**config.mk**
```make
export PLATFORM = sky130hd
export DESIGN_NAME = wb_pipe_stage
export DESIGN_NICKNAME = d
export VERILOG_FILES = /design/src/rtl/wb_pipe_stage.sv
export SDC_FILE = /design/constraint.sdc
export NUM_CORES = 1
export LEC_CHECK = 0
export CAP_MARGIN = 20
export CORE_MARGIN = 10
export CORE_UTILIZATION = 35
export CTS_CLUSTER_SIZE = 14
export DETAILED_ROUTE_END_ITERATION = 16
export PLACE_DENSITY = 0.79
export SKIP_CTS_REPAIR_TIMING = 1
export SYNTH_ARGS = -nofsm -noshare
export SYNTH_HDL_FRONTEND = slang
export SYNTH_SLANG_ARGS = --single-unit
export TNS_END_PERCENT = 1
```
**constraint.sdc**
```tcl
create_clock -name clk -period 2.6 [get_ports clk]
set_clock_uncertainty 0.2 [all_clocks]
set_input_delay 0.52 -clock clk [delete_from_list [all_inputs] [get_ports clk]]
set_output_delay 0.52 -clock clk [all_outputs]
set_load 0.02 [all_outputs]
```
**src/rtl/wb_pipe_stage.sv**
```systemverilog
// Writeback stage: selects and load-extracts the result, registers it, and drives the
// regfile write port one cycle after capture. Also provides forwarding data and a retire count.
module wb_pipe_stage #(
  parameter int unsigned XLEN  = 32,  // 32 or 64
  parameter int unsigned RA_W  = 5,
  parameter int unsigned CNT_W = 64
) (
  input  logic             clk,
  input  logic             rst_n,
  input  logic             in_valid,
  output logic             in_ready,
  input  logic             hold,
  input  logic             flush,
  input  logic             reg_write,
  input  logic [RA_W-1:0]  rd,
  input  logic [1:0]       wb_sel,
  input  logic [XLEN-1:0]  alu_result,
  input  logic [XLEN-1:0]  pc_plus4,
  input  logic [XLEN-1:0]  imm,
  input  logic [XLEN-1:0]  mem_rdata,
  input  logic [2:0]       addr_lo,
  input  logic [2:0]       funct3,
  output logic             rf_we,
  output logic [RA_W-1:0]  rf_waddr,
  output logic [XLEN-1:0]  rf_wdata,
  output logic             fwd_valid,
  output logic [CNT_W-1:0] instret,
  output logic             load_misalign
);

  localparam int unsigned OffW = (XLEN == 64) ? 3 : 2;

  logic [OffW-1:0] off;
  logic [OffW-1:0] low_mask;
  logic [OffW-1:0] lane;
  logic [1:0]      size;
  logic            is_signed;
  logic            sign_bit;
  logic            misalign;
  logic [XLEN-1:0] shifted;
  logic [XLEN-1:0] keep_mask;
  logic [XLEN-1:0] load_data;
  logic [XLEN-1:0] sel_data;
  logic            misalign_d;
  logic            capture_v;

  logic             wb_v_q;
  logic             reg_write_q;
  logic [RA_W-1:0]  rd_q;
  logic [XLEN-1:0]  data_q;
  logic             load_misalign_q;
  logic [CNT_W-1:0] instret_q;

  // addr_lo[2] only selects a lane on a 64-bit datapath
  logic unused_addr_hi;
  assign unused_addr_hi = addr_lo[2];

  // Load lane extraction: misaligned accesses drop the low offset bits
  always_comb begin
    off  = addr_lo[OffW-1:0];
    size = funct3[1:0];
    if (XLEN == 32 && size == 2'd3) begin
      size = 2'd2;
    end
    is_signed = ~funct3[2];
    case (size)
      2'd0: begin
        low_mask  = '0;
        keep_mask = XLEN'(8'hff);
      end
      2'd1: begin
        low_mask  = OffW'(1);
        keep_mask = XLEN'(16'hffff);
      end
      2'd2: begin
        low_mask  = OffW'(3);
        keep_mask = XLEN'(32'hffff_ffff);
      end
      default: begin
        low_mask  = OffW'(7);
        keep_mask = '1;
      end
    endcase
    lane     = off & ~low_mask;
    misalign = (off & low_mask) != '0;
    shifted  = mem_rdata >> {lane, 3'b000};
    case (size)
      2'd0:    sign_bit = shifted[7];
      2'd1:    sign_bit = shifted[15];
      2'd2:    sign_bit = shifted[31];
      default: sign_bit = 1'b0;
    endcase
    load_data = (shifted & keep_mask) | ((is_signed & sign_bit) ? ~keep_mask : '0);
  end

  always_comb begin
    case (wb_sel)
      2'd0:    sel_data = alu_result;
      2'd1:    sel_data = load_data;
      2'd2:    sel_data = pc_plus4;
      default: sel_data = imm;
    endcase
    capture_v  = in_valid & ~flush;
    misalign_d = capture_v & (wb_sel == 2'd1) & misalign;
  end

  always_ff @(posedge clk or negedge rst_n) begin
    if (!rst_n) begin
      wb_v_q          <= 1'b0;
      reg_write_q     <= 1'b0;
      rd_q            <= '0;
      data_q          <= '0;
      load_misalign_q <= 1'b0;
      instret_q       <= '0;
    end else if (!hold) begin
      wb_v_q          <= capture_v;
      reg_write_q     <= reg_write;
      rd_q            <= rd;
      data_q          <= sel_data;
      load_misalign_q <= misalign_d;
      if (wb_v_q) begin
        instret_q <= instret_q + 1'b1;
      end
    end
  end

  assign in_ready      = ~hold;
  assign rf_we         = wb_v_q & reg_write_q & (rd_q != '0) & ~hold;
  assign rf_waddr      = rf_we ? rd_q : '0;
  assign rf_wdata      = rf_we ? data_q : '0;
  assign fwd_valid     = rf_we;
  assign instret       = instret_q;
  assign load_misalign = load_misalign_q;

endmodule

```
# Word level (Yosys, flattened, before mapping)
# Index checks and enable logic that the tools add are counted.
[word_totals]
register_bits = 104
in_bits = 147
output_inout_bits = 105
word_cells = 42
[classes]
add_sub_neg = 1
eq_ne = 5
shifts = 1
n_mux = 8
bitwise = 16
n_reduce_logical = 5
[op_table]
columns = ["operator", "count"]
rows = [
  ["one-hot mux 32 bit (3 select lines)", 1],
  ["adder 64 x 1 -> 64 bit (second input constant)", 1],
  ["2-to-1 mux 32 bit", 2],
  ["one-hot mux 32 bit (2 select lines)", 1],
  ["bitwise AND 32 bit", 1],
  ["NOT 32 bit", 1],
  ["OR 32 bit", 1],
  ["right shift 32 x 5 -> 32 bit", 1],
  ["bitwise AND 1 bit", 7],
  ["equality test 2 bit (second input constant)", 3],
  ["2-to-1 mux 5 bit", 1],
  ["nonzero test 5 bit", 1],
  ["bitwise AND 2 bit", 2],
  ["equality test 2 x 1 -> 1 bit (second input constant)", 2],
  ["zero test 2 bit", 2],
  ["one-hot mux 2 bit (2 select lines)", 1],
  ["NOT 1 bit", 3],
  ["one-hot mux 1 bit (3 select lines)", 1],
  ["2-to-1 mux 2 bit", 1],
  ["NOT 2 bit", 1],
  ["AND reduction 2 bit", 1],
  ["nonzero test 2 bit", 1],
]

# Longest topological paths before layout
[depth]
word_depth = 12
ltp_mapped = 8
depth_no_buf = 6

# Worst setup path after synthesis
# OpenSTA, ideal clock, no wires.
[synth_timing]
kind = "in2out"
start = "in hold"
end = "out rf_wdata[22]"
arrival_ps = 2051
required_time_ps = 1880
slack_ps = -171
path_stages = 7
n_path_buf = 3
cell_sequence = "clkbuf_1 -> nor2b_1 -> clkbuf_1 -> nand2_1 -> a21oi_1 -> clkbuf_1 -> and2_1"
[synth_via]
elab_chain_len = 3
[synth_lines]
columns = ["item", "line_no", "rtl"]
rows = [
  ["from (decl)", "12", "input logic hold,"],
  ["NOT 1 bit (no source line)", "-", ""],
  ["bitwise AND 1 bit", "128", "assign rf_we = wb_v_q & reg_write_q & (rd_q != '0) & ~hold;"],
  ["net fwd_valid", "26", "output logic fwd_valid,"],
  ["2-to-1 mux 32 bit", "130", "assign rf_wdata = rf_we ? data_q : '0;"],
  ["to (decl)", "25", "output logic [XLEN-1:0] rf_wdata,"],
]
# The timed path passes the listed nets, and every way through them passes these cells.

# Worst setup path after layout
[layout_timing]
start = "reg wb_v_q"
end = "out rf_wdata[15]"
[layout_via]
elab_chain_len = 4
[layout_lines]
columns = ["item", "line_no", "rtl"]
rows = [
  ["from (decl)", "47", "logic wb_v_q;"],
  ["from (signal assigned)", "116", "wb_v_q <= capture_v;"],
  ["bitwise AND 1 bit (3 in a row)", "128", ""],
  ["2-to-1 mux 32 bit", "130", ""],
]
# Every way passes these cells.

==> load_flow_metrics.sql <==
INSERT INTO impl_metrics (metric_group, metric, value, unit) VALUES
('outcome', 'run_status', 'finished, violations left', ''),
('outcome', 'violations', 'hold timing', ''),
('pwr', 'power_density', '433', 'nW/µm²'),
('sta', 'fin_crit', '2500', 'ps'),
('drt', 'detail_route.vias_per_cell', '5.14', ''),
('finish', 'layout.core_utilization', '0.560', ''),
('clocking', 'clk_latency', '350', 'ps'),
('pwr', 'vdd.ir_drop.worst', '0.301', 'mV'),
('sta', 'timing.final.max_slew_violations', '0', ''),
('job', 'cap_violations', '0', ''),
('placed_design', 'number_of_i_o_port_buffers', '250', ''),
('setup_path', 'crit_path_top_delay_cell', 'sky130_fd_sc_hd__dfrtp_1', ''),
('drt', 'drtAntennaViolNets', '0', ''),
('setup_path', 'setup.worst_path.class', 'reg -> out', ''),
('synth', 'synthFlopType', 'sky130_fd_sc_hd__dfrtp_1', ''),
('floorplanning', 'fp.coreArea', '16500', 'µm²'),
('drt', 'dr_total_vias', '5722', ''),
('setup_path', 'ff2ff_path_depth', '6', ''),
('floorplanning', 'die-area', '22300', 'µm²'),
('setup_path', 'worst-endpoint-arrival', '1780', 'ps'),
('setup_path', 'reg2reg_from', 'instret[12]', ''),
('synth', 'synth_edf_count', '0', ''),
('setup_path', 'critical_path_capture_point_type', 'output pin', ''),
('grt', 'number_of_antenna_violations_at_the_first_check_in_global_routing', '0', ''),
('synth', 'total_of_warnings_raised_by_yosys', '0', ''),
('floorplanning', 'start_util', '0.355', ''),
('drt', 'drc', '0', ''),
('grt', 'all_layer_global_routing_usage', '0.182', ''),
('setup_path', 'crit_chain', 'nor2b_4 -> nand2_1 -> a21oi_2 -> buf_12 -> buf_4 -> and2_1 -> buf_6', ''),
('sta', 'hold-worst-slack', '-26.7', 'ps'),
('drt', 'totalWireLength', '20900', 'µm'),
('finish', 'nets', '1037', ''),
('setup_path', 'worstSetupStartpointType', 'flip-flop', ''),
('grt', 'first_pass_grt_wire_length', '32000', 'µm'),
('finish', 'fillCellCount', '1459', ''),
('sta', 'min_period_over_period', '0.961', ''),
('clocking', 'clk_pin_slew_worst_paths', '70', 'ps'),
('pwr', 'leakage', '4.62', 'nW'),
('setup_path', 'timing.rr.end', 'instret[29]', ''),
('sta', 'final_setup_viols', '0', ''),
('synth', 'post_synth_instance_area', '5860', 'µm²'),
('floorplanning', 'die_height', '149', 'µm'),
('drt', 'detail_route.first_pass.iterations', '7', ''),
('synth', 'synth.ff_latch_count', '104', ''),
('synth', 'synth_nets', '769', ''),
('min_path', 'hp-class', 'in -> async', ''),
('clocking', 'h-tree-depth', '3', ''),
('synth', 'synthesis.area_per_instance', '9.44', 'µm²'),
('sta', 'grt_setup_unrepaired', 'yes', ''),
('setup_path', 'critical_path_required', '1880', 'ps'),
('placed_design', 'post_dp_cell_area', '8850', 'µm²'),
('finish', 'syn_to_final_growth', '57.8', '%'),
('finish', 'antennaDiodeCount', '0', ''),
('grt', 'grt_pass1_vias', '5959', ''),
('sta', 'maxSlewHeadroom', '0.563', ''),
('synth', 'ys_async_sr_fraction', '1.00', ''),
('finish', 'post_route_cells_drive_above_1_share', '0.107', ''),
('setup_path', 'path_max_fanout', '33', ''),
('placed_design', 'place_congestion', '0.913', ''),
('synth', 'ys_seq_area_frac', '0.444', ''),
('setup_path', 'reg2reg_setup_slack', '280', 'ps'),
('floorplanning', 'die_w', '149', 'µm'),
('sta', 'achievable-frequency', '0.400', 'GHz'),
('clocking', 'tritoncts', 'built', ''),
('clocking', 'ctsLongestPathBuffers', '2', ''),
('finish', 'finish.instance_area', '9250', 'µm²'),
('placed_design', 'place.detailed.hpwl', '17000', 'µm'),
('clocking', 'root_buffer', 'sky130_fd_sc_hd__clkbuf_16', ''),
('grt', 'grt_start_max_net_pins', '69', ''),
('clocking', 'cts_buffers', '9', ''),
('clocking', 'number_of_clock_sinks', '104', ''),
('floorplanning', 'top_level_ports', '252', ''),
('grt', 'grt_overflow_total', '0', ''),
('synth', 'number_of_standard_cells_after_synthesis', '621', ''),
('drt', 'post_dr_wirelength_cell', '18.8', 'µm'),
('sta', 'hold_viol', '41', ''),
('floorplanning', 'fp-row-count', '47', ''),
('setup_path', 'cpPeakStageDelay', '390', 'ps'),
('synth', 'post_synth_num_cell_types', '49', ''),
('drt', 'drc_violation_total_after_the_first_tritonroute_iteration', '299', ''),
('sta', 'worst_pin_slew', '655', 'ps');
==> power breakdown <==
part	switching [mW]	leakage, nW	internal, mW
clock network	0.651	0.135	0.670
registers	0.0908	1.33	1.73
logic	0.386	3.15	0.478
total	1.13	4.62	2.87
==> worst max-delay path by stage <==
stage,start,end,slack [ps],cells past startpoint
floorplan,hold,rf_wdata[22],100,7
detailed placement,funct3[1],data_q[7],-270,6
finish,wb_v_q,rf_wdata[15],100,7
global route,wb_v_q,rf_wdata[15],-20,7
CTS,wb_v_q,rf_wdata[5],-320,6
global placement,funct3[1],data_q[7],-240,6
==> cells in the mapped netlist (2+ instances only) <==
| master | count | share of area |
|---|---|---|
| sky130_fd_sc_hd__dfrtp_1 | 104 | 0.44 |
| sky130_fd_sc_hd__nor2_1 | 52 | 0.033 |
| sky130_fd_sc_hd__a21oi_1 | 49 | 0.042 |
| sky130_fd_sc_hd__nand2_1 | 47 | 0.030 |
| sky130_fd_sc_hd__and2_1 | 42 | 0.045 |
| sky130_fd_sc_hd__xnor2_1 | 35 | 0.052 |
| sky130_fd_sc_hd__mux2i_1 | 30 | 0.051 |
| sky130_fd_sc_hd__xor2_1 | 28 | 0.042 |
| sky130_fd_sc_hd__clkbuf_1 | 26 | 0.017 |
| sky130_fd_sc_hd__o22ai_1 | 26 | 0.028 |
| sky130_fd_sc_hd__o21ai_0 | 21 | 0.018 |
| sky130_fd_sc_hd__nand3_1 | 20 | 0.017 |
| sky130_fd_sc_hd__inv_1 | 17 | 0.011 |
| sky130_fd_sc_hd__mux2_2 | 17 | 0.033 |
| sky130_fd_sc_hd__nor3_1 | 17 | 0.015 |
| sky130_fd_sc_hd__nand4_1 | 11 | 0.012 |
| sky130_fd_sc_hd__a221o_1 | 9 | 0.015 |
| sky130_fd_sc_hd__and3_1 | 7 | 0.0075 |
| sky130_fd_sc_hd__and4_1 | 7 | 0.010 |
| sky130_fd_sc_hd__nor4_1 | 6 | 0.0064 |
| sky130_fd_sc_hd__buf_2 | 5 | 0.0043 |
| sky130_fd_sc_hd__nand2b_1 | 4 | 0.0043 |
| sky130_fd_sc_hd__buf_1 | 3 | 0.0019 |
| sky130_fd_sc_hd__nor3b_1 | 3 | 0.0038 |
| sky130_fd_sc_hd__nor4_2 | 3 | 0.0064 |
| sky130_fd_sc_hd__o221ai_1 | 3 | 0.0045 |
| sky130_fd_sc_hd__a21o_1 | 2 | 0.0026 |
| sky130_fd_sc_hd__mux4_2 | 2 | 0.0077 |
| sky130_fd_sc_hd__nand4_2 | 2 | 0.0043 |
| sky130_fd_sc_hd__nor2b_1 | 2 | 0.0021 |
| sky130_fd_sc_hd__o311ai_0 | 2 | 0.0030 |
| sky130_fd_sc_hd__or2_2 | 2 | 0.0021 |
==> placed cells by master, fill, tap and decap left out, drive strengths merged, types with 20 or more instances in the layout <==
cell type / count
nand3: 20
nor2: 53
buf: 50
xnor2: 35
o22ai: 26
clkdlybuf4s50: 208
a21oi: 49
inv: 22
dlymetal6s2s: 35
xor2: 28
dfrtp: 104
nand2: 47
mux2i: 30
o21ai: 22
and2: 42
==> cells by family after synthesis <==
kind of cell,Yosys count,share of synthesized area
AO/OA/AOI/OAI,120,0.124
XOR/XNOR,63,0.0942
AND/OR/NAND/NOR,231,0.207
multiplexers,49,0.0916
adder cells (fa/ha/maj),1,0.00213
buffers and inverters,53,0.0369
flip-flops,104,0.444
==> sequential cells by signal, indices dropped and copies added, names as in the netlist <==
| signal | flops |
|---|---|
| data_q | 32 |
| instret | 64 |
| load_misalign | 1 |
| rd_q | 5 |
| reg_write_q | 1 |
| wb_v_q | 1 |
==> through the flow <==
stage	TNS, ps	total power, mW	cells	worst slack, ps	hold WS (ps)
finish	0	4.00	1114	100	-26.7
global route	-34.2	4.20	1114	-20.7	7.58
CTS	-9350	4.05	1114	-324	-23.9
detailed placement	-6180	2.72	1098	-267	265
global placement	-5960	2.71	1098	-239	259
floorplan	0	2.19	621	102	24.4
==> critical path: cells and delay by family, from the launching register on <==
family,cells,cell delay [ps]
AO/OA/AOI/OAI,1,150
flip-flops,1,390
AND/OR/NAND/NOR,3,410
buffers and inverters,3,470
==> per-layer routing <==
| layer | up-vias | track usage | routed length [µm] |
|---|---|---|---|
| met3 | 38 | 0.0710 | 2300 |
| met1 | 2688 | 0.195 | 7670 |
| met4 | 0 | 0.0790 | 667 |
| li1 | 2743 | - | - |
| met5 | - | 0 | 0 |
| met2 | 253 | 0.313 | 10300 |
==> cell type report <==
cell class	count	area, µm²	share of cell area
inverters	17	63.8	0.00690
clock buffers	9	225	0.0244
clock inverters	7	61.3	0.00663
well taps	220	275	0.0298
repair buffers	293	2960	0.321
flip-flops and latches	104	2600	0.281
multi-input cells	464	3060	0.330
(Power assumes the default switching activity.)
